File: src/rtl/factorial_pkg.sv
// factorial_pkg: shared state encoding, mux selects and addresses for the factorial controller
package factorial_pkg;
  typedef enum logic [2:0] {IDLE, LOAD, CHECK, MULT, FIN, REJ} state_e;
  localparam logic [1:0] MUX1_ZERO = 2'd0;
  localparam logic [1:0] MUX1_MUL  = 2'd1;
  localparam logic [1:0] MUX1_ONE  = 2'd2;
  localparam logic [1:0] MUX2_DIN  = 2'd0;
  localparam logic [1:0] MUX2_DEC  = 2'd1;
  localparam logic [1:0] MUX2_ZERO = 2'd2;
  localparam logic       RES_ADDR  = 1'b0;
  localparam logic [1:0] CNT_ADDR  = 2'b00;
  localparam logic [15:0] FACT_MAX_N = 16'd8;
endpackage

File: src/rtl/factorial_if.sv
// factorial_if: command/status and datapath-control bundle around factorial_ctrl
interface factorial_if;
  logic        start;
  logic [15:0] n_in;
  logic [15:0] sum;
  logic        we1;
  logic        we2;
  logic        wa1;
  logic [1:0]  wa2;
  logic        rea1;
  logic        rea2;
  logic [1:0]  sel_mux1;
  logic [1:0]  sel_mux2;
  logic        busy;
  logic        done;
  logic        err;
  modport master (output start, n_in, sum,
                  input  we1, we2, wa1, wa2, rea1, rea2, sel_mux1, sel_mux2, busy, done, err);
  modport slave  (input  start, n_in, sum,
                  output we1, we2, wa1, wa2, rea1, rea2, sel_mux1, sel_mux2, busy, done, err);
endinterface

File: src/rtl/factorial_ctrl.sv
// factorial_ctrl: Moore FSM sequencing the 16-bit factorial datapath.
// Define FACT_OVF_CHECK_EN to reject N > FACT_MAX_N through the REJ state.
module factorial_ctrl
  import factorial_pkg::*;
(
  input  logic        CLK,
  input  logic        RST,
  factorial_if.slave  bus
);
  state_e state_q, state_d;
  logic   ovf;
  logic   wr;
  logic   rd;
`ifdef FACT_OVF_CHECK_EN
  assign ovf = bus.n_in > FACT_MAX_N;
`else
  assign ovf = 1'b0;
`endif
  always_ff @(posedge CLK) begin
    state_q <= RST ? IDLE : state_d;
  end
  // SUM is S1-1: 0 means N reached 1, all-ones means N was 0
  always_comb begin
    state_d = state_q;
    case (state_q)
      IDLE:    state_d = bus.start ? (ovf ? REJ : LOAD) : IDLE;
      LOAD:    state_d = CHECK;
      CHECK:   state_d = (bus.sum == 16'h0000 || bus.sum == 16'hFFFF) ? FIN : MULT;
      MULT:    state_d = CHECK;
      default: state_d = IDLE;
    endcase
  end
  always_comb begin
    wr           = state_q == LOAD || state_q == MULT;
    rd           = state_q == CHECK || state_q == MULT;
    bus.we1      = wr;
    bus.we2      = wr;
    bus.rea1     = rd;
    bus.rea2     = rd;
    bus.wa1      = RES_ADDR;
    bus.wa2      = CNT_ADDR;
    bus.sel_mux1 = state_q == LOAD ? MUX1_ONE : state_q == MULT ? MUX1_MUL : MUX1_ZERO;
    bus.sel_mux2 = state_q == MULT ? MUX2_DEC : MUX2_DIN;
    bus.busy     = state_q != IDLE;
    bus.done     = state_q == FIN || state_q == REJ;
`ifdef FACT_OVF_CHECK_EN
    bus.err      = state_q == REJ;
`else
    bus.err      = 1'b0;
`endif
  end
endmodule

File: src/flat_wrapper.sv
// flat-port wrapper written by rule: the top's interface ports become plain ports
module factorial_ctrl_flat import factorial_pkg::*;
  (CLK, RST, bus_start, bus_n_in, bus_sum, bus_we1, bus_we2, bus_wa1, bus_wa2, bus_rea1, bus_rea2, bus_sel_mux1, bus_sel_mux2, bus_busy, bus_done, bus_err);
  factorial_if bus_i ();
  input  logic CLK;
  input  logic RST;
  input wire logic [$bits(bus_i.start)-1:0] bus_start;
  input wire logic [$bits(bus_i.n_in)-1:0] bus_n_in;
  input wire logic [$bits(bus_i.sum)-1:0] bus_sum;
  output wire logic [$bits(bus_i.we1)-1:0] bus_we1;
  output wire logic [$bits(bus_i.we2)-1:0] bus_we2;
  output wire logic [$bits(bus_i.wa1)-1:0] bus_wa1;
  output wire logic [$bits(bus_i.wa2)-1:0] bus_wa2;
  output wire logic [$bits(bus_i.rea1)-1:0] bus_rea1;
  output wire logic [$bits(bus_i.rea2)-1:0] bus_rea2;
  output wire logic [$bits(bus_i.sel_mux1)-1:0] bus_sel_mux1;
  output wire logic [$bits(bus_i.sel_mux2)-1:0] bus_sel_mux2;
  output wire logic [$bits(bus_i.busy)-1:0] bus_busy;
  output wire logic [$bits(bus_i.done)-1:0] bus_done;
  output wire logic [$bits(bus_i.err)-1:0] bus_err;
  assign bus_i.start = bus_start;
  assign bus_i.n_in = bus_n_in;
  assign bus_i.sum = bus_sum;
  assign bus_we1 = bus_i.we1;
  assign bus_we2 = bus_i.we2;
  assign bus_wa1 = bus_i.wa1;
  assign bus_wa2 = bus_i.wa2;
  assign bus_rea1 = bus_i.rea1;
  assign bus_rea2 = bus_i.rea2;
  assign bus_sel_mux1 = bus_i.sel_mux1;
  assign bus_sel_mux2 = bus_i.sel_mux2;
  assign bus_busy = bus_i.busy;
  assign bus_done = bus_i.done;
  assign bus_err = bus_i.err;
  factorial_ctrl u_core (.CLK(CLK), .RST(RST), .bus(bus_i));
endmodule
File: config.mk
export PLATFORM = sky130hd
export DESIGN_NAME = factorial_ctrl_flat
export DESIGN_NICKNAME = d
export VERILOG_FILES = /design/src/rtl/factorial_pkg.sv /design/src/rtl/factorial_if.sv /design/src/rtl/factorial_ctrl.sv /design/src/flat_wrapper.sv
export SDC_FILE = /design/constraint.sdc
export NUM_CORES = 1
export LEC_CHECK = 0
export BUFFER_PORTS_ARGS = -buffer_cell sky130_fd_sc_hd__buf_2
export CELL_PAD_IN_SITES_DETAIL_PLACEMENT = 1
export CELL_PAD_IN_SITES_GLOBAL_PLACEMENT = 2
export CORE_MARGIN = 2
export CORE_UTILIZATION = 10
export CTS_CLUSTER_SIZE = 10
export DETAILED_ROUTE_END_ITERATION = 12
export GPL_ROUTABILITY_DRIVEN = 0
export PLACE_DENSITY = 0.89
export SYNTH_ARGS = -nofsm -noshare
export SYNTH_HDL_FRONTEND = slang
export SYNTH_SLANG_ARGS = --single-unit
File: constraint.sdc
create_clock -name CLK -period 0.9 [get_ports CLK]
set_input_delay 0.135 -clock CLK [delete_from_list [all_inputs] [get_ports CLK]]
set_output_delay 0.135 -clock CLK [all_outputs]
set_load 0.05 [all_outputs]
# Word-level counts from Yosys, hierarchy flattened

Index checks and enable logic that the tools add are counted.

Word-level logic and storage cells: 20
Bits in registers: 3
Output and inout bits: 14

Multiplexer cells: 5
Equality and inequality tests: 6
Reductions and logical operators: 8

Operators with widths:

| operator                                            | count |
|---|---|
| equality test 16 bit, second input constant         | 1 |
| logical NOT 16 bit                                  | 1 |
| case mux 3 bit (3 select lines)                     | 1 |
| equality test 3 x 2 -> 1 bit, second input constant | 2 |
| equality test 3 bit, second input constant          | 2 |
| logical OR 1 bit                                    | 4 |
| equality test 3 x 1 -> 1 bit, second input constant | 1 |
| logical NOT 3 bit                                   | 1 |
| two-way mux 3 bit                                   | 1 |
| nonzero test 3 bit                                  | 1 |
| two-way mux 1 bit                                   | 2 |
| two-way mux 2 bit                                   | 1 |
| OR reduction 2 bit                                  | 1 |

# Logic depth before layout (Yosys ltp)

Depth in word-level cells: 4
Gate-level depth with buffers: 4

# Least setup slack after synthesis

Ideal clock, no wire load.

Path type: reg2out
Start: register u_core.state_q[0]
End: output bus_sel_mux1[1]
Required time: 0.765 ns
Arrival: 1.970 ns
Setup slack: -1.205 ns
Path buffers: 0
Cell stages (with the launch flop): 3
Cell sequence: dfxtp_1 nor2b_1 nor2b_1

Word-level cells in the longest chain between the ends: 2

Ends and longest elaborated chain:

| what                         | line                 | source |
|---|---|---|
| start, declared              | factorial_ctrl.sv:10 | `state_e state_q, state_d;` |
| start signal, assigned       | factorial_ctrl.sv:20 | `state_q <= RST ? IDLE : state_d;` |
| equality test 3 x 1 -> 1 bit | factorial_ctrl.sv:42 | `bus.sel_mux1 = state_q == LOAD ? MUX1_ONE : state_q == MULT ? MUX1_MUL : MUX1_ZERO;` |
| two-way mux 2 bit            | factorial_ctrl.sv:42 |  |
| end, declared                | flat_wrapper.sv:16   | `output wire logic [$bits(bus_i.sel_mux1)-1:0] bus_sel_mux1;` |

Every way passes these cells.

# Worst setup path after layout

Start: register u_core.state_q[1]
End: output bus_busy

Word-level cells in the longest chain between the ends: 1

Ends and longest elaborated chain:

| what               | line                 | source |
|---|---|---|
| nonzero test 3 bit | factorial_ctrl.sv:44 | `bus.busy = state_q != IDLE;` |
| end, declared      | flat_wrapper.sv:18   | `output wire logic [$bits(bus_i.busy)-1:0] bus_busy;` |

Every way passes these cells.

==> flow_summary.json <==
{
  "status": "complete, but fails checks",
  "violations": "setup timing",
  "dp_hpwl_um": 960,
  "final.setup.tns_ns": -2.61,
  "placed_cell_area_um2": 487,
  "crit_type": "flop to output pin",
  "layout_common_cells": "buf_2 (18), buf_4 (8), buf_8 (7), conb_1 (5)",
  "met1_usage": 0.0662,
  "cp-end-kind": "output pin",
  "routed_wl_mm": 1.13,
  "ys_ff_latch": 3,
  "drt_pass1_iterations": 2,
  "crit_fanout": 4,
  "drv_slew": 0,
  "final_common_cell": "buf_2",
  "wl_per_cell_um": 11.0,
  "crit_path_start_kind": "flop",
  "cts_root_buf": "clkbuf_4",
  "stdcell_count": 102,
  "slowest_delay_ns": 0.37,
  "dieArea_um2": 3230,
  "area_delta_synth_final_pct": 132,
  "power.density_nw_per_um2": 1280,
  "htreeDepth": 1,
  "hold_class": "input pin to flop",
  "leakage_nw": 0.311,
  "place_inst": 95,
  "largest-register": "u_core.state_q",
  "path_cells": "or3_4 > buf_8",
  "syn_inst": 35,
  "crit_buf_inv": 1,
  "die_y_um": 56.8,
  "numCtsBuffers": 3,
  "insertion_delay_ns": 0.23,
  "overflow": 0,
  "use_met3": 0.0369,
  "num_io_pins": 49,
  "grt.total_usage": 0.0755,
  "fp-row-count": 19,
  "portBuffers": 27,
  "cp_top_family": "simple AND/OR/NAND/NOR gates",
  "grt_pass1_wl_mm": 1.82,
  "required_ns": 0.76,
  "grt-busiest-layer": "met2",
  "finalPower_mw": 0.830,
  "cp.arrival_ns": 1.11,
  "grt_use_met2": 0.140,
  "yosysUniqueCellTypes": 15,
  "fin_ws_ns": -0.341,
  "drtIter0Drc": 8,
  "largest_reg_flops": 3,
  "yosysSeqAreaShare": 0.215,
  "antennaDiodeCount": 0,
  "cts_buffer_depth": 2,
  "min_period_over_period": 1.38,
  "grt_pass1_vias": 439,
  "cp_slowest_cell": "or3_4",
  "syn_avg_cell_area_um2": 7.97,
  "drive_gt1_frac": 0.718,
  "cts_tree": "built",
  "holdBufCountCts": 0,
  "core_um2": 2710,
  "maxCapViolations": 0,
  "clk_pin_slew_ns": 0.04,
  "grt_antenna_before_repair": 0,
  "timing.fmax_mhz": 806,
  "yosysWarnings": 0,
  "rsz0062_at_grt": "true",
  "finalWorstPathRequiredPeriod_ns": 1.24,
  "vias_per_cell": 4.09,
  "fin_worst_skew_ns": 0.000531,
  "reg.largest.list": "u_core.state_q: 3 flops",
  "fin_area_um2": 647,
  "final_nets": 107,
  "grt_max_degree": 6,
  "vdd_ir_drop_max_mv": 0.473,
  "ant_nets": 0,
  "vias": 417,
  "post-place-ws_ns": -0.274,
  "hold_viol_final": 0,
  "finalSetupViolations": 11,
  "chipWidth_um": 56.8,
  "syn_area_um2": 279,
  "start_util": 0.103,
  "cts_sinks": 3,
  "drc": 0
}
area by class of cell:
class | instances | area [um^2]
multi-input combinational | 29 | 238
timing repair buffer | 35 | 278
fill | 329 | 2060
tap | 31 | 38.8
sequential | 3 | 66.3
clock buffer | 4 | 26.3
cells by family (layout without fill, tap and decap cells):
| group | after synthesis | count (layout) | synth area share |
|---|---|---|---|
| other | 1 | 5 | 0.0134 |
| flip-flops | 3 | 3 | 0.215 |
| buffers and inverters | 7 | 39 | 0.188 |
| AND/OR/NAND/NOR | 21 | 21 | 0.493 |
| AO/OA/AOI/OAI | 3 | 3 | 0.0897 |
repair_timing:
item | CTS | global route
setup endpoints to repair | 12 | 12
buffers inserted | 3 | 0
resized for setup | 29 | 3
pin swaps | 3 | 1
cells in the mapped netlist:
cell type,number,share of area
nor2b_1,5,0.11
nor2_1,1,0.013
o21a_1,2,0.054
buf_4,7,0.19
o211a_1,1,0.036
dfxtp_1,3,0.22
conb_1,1,0.013
nor3_1,1,0.018
nor3b_1,1,0.027
nor4_1,4,0.090
nor4_2,1,0.045
or3_1,1,0.022
nand4_1,4,0.090
and4_1,1,0.031
and2_1,2,0.045
per-layer routing:
layer	up-vias	wire length, um
met1	187	383
met3	2	158
met5	-	0
met2	34	570
li1	194	-
met4	0	14
worst min-delay path: cells and delay by family:
family / cells / cell delay, ns
AND/OR/NAND/NOR: 1 / 0.04
AO/OA/AOI/OAI: 1 / 0.08
buffers and inverters: 1 / 0.12
where the power goes:
group / switching (mW) / leakage (nW) / internal, mW
sequential: 0.00876 / 0.0261 / 0.144
combinational: 0.250 / 0.269 / 0.190
clock: 0.0713 / 0.0150 / 0.166
worst paths after layout:
path / cells past startpoint / slack [ns] / start / to
max: 2 / -0.34 / u_core.state_q[1] / bus_busy
min: 3 / 0.18 / RST / u_core.state_q[0]
max reg2reg: 3 / -0.03 / u_core.state_q[1] / u_core.state_q[1]
min reg2reg: 2 / 0.60 / u_core.state_q[0] / u_core.state_q[1]
through the flow:
stage	utilization	hold slack, ns
2_1_floorplan	-	0.277
3_3_place_gp	0.180	0.389
3_5_place_dp	0.180	0.400
4_1_cts	0.234	0.164
5_1_grt	0.239	0.179
6_report	0.239	0.183
No activity file was read; power rests on OpenSTA's default activity.
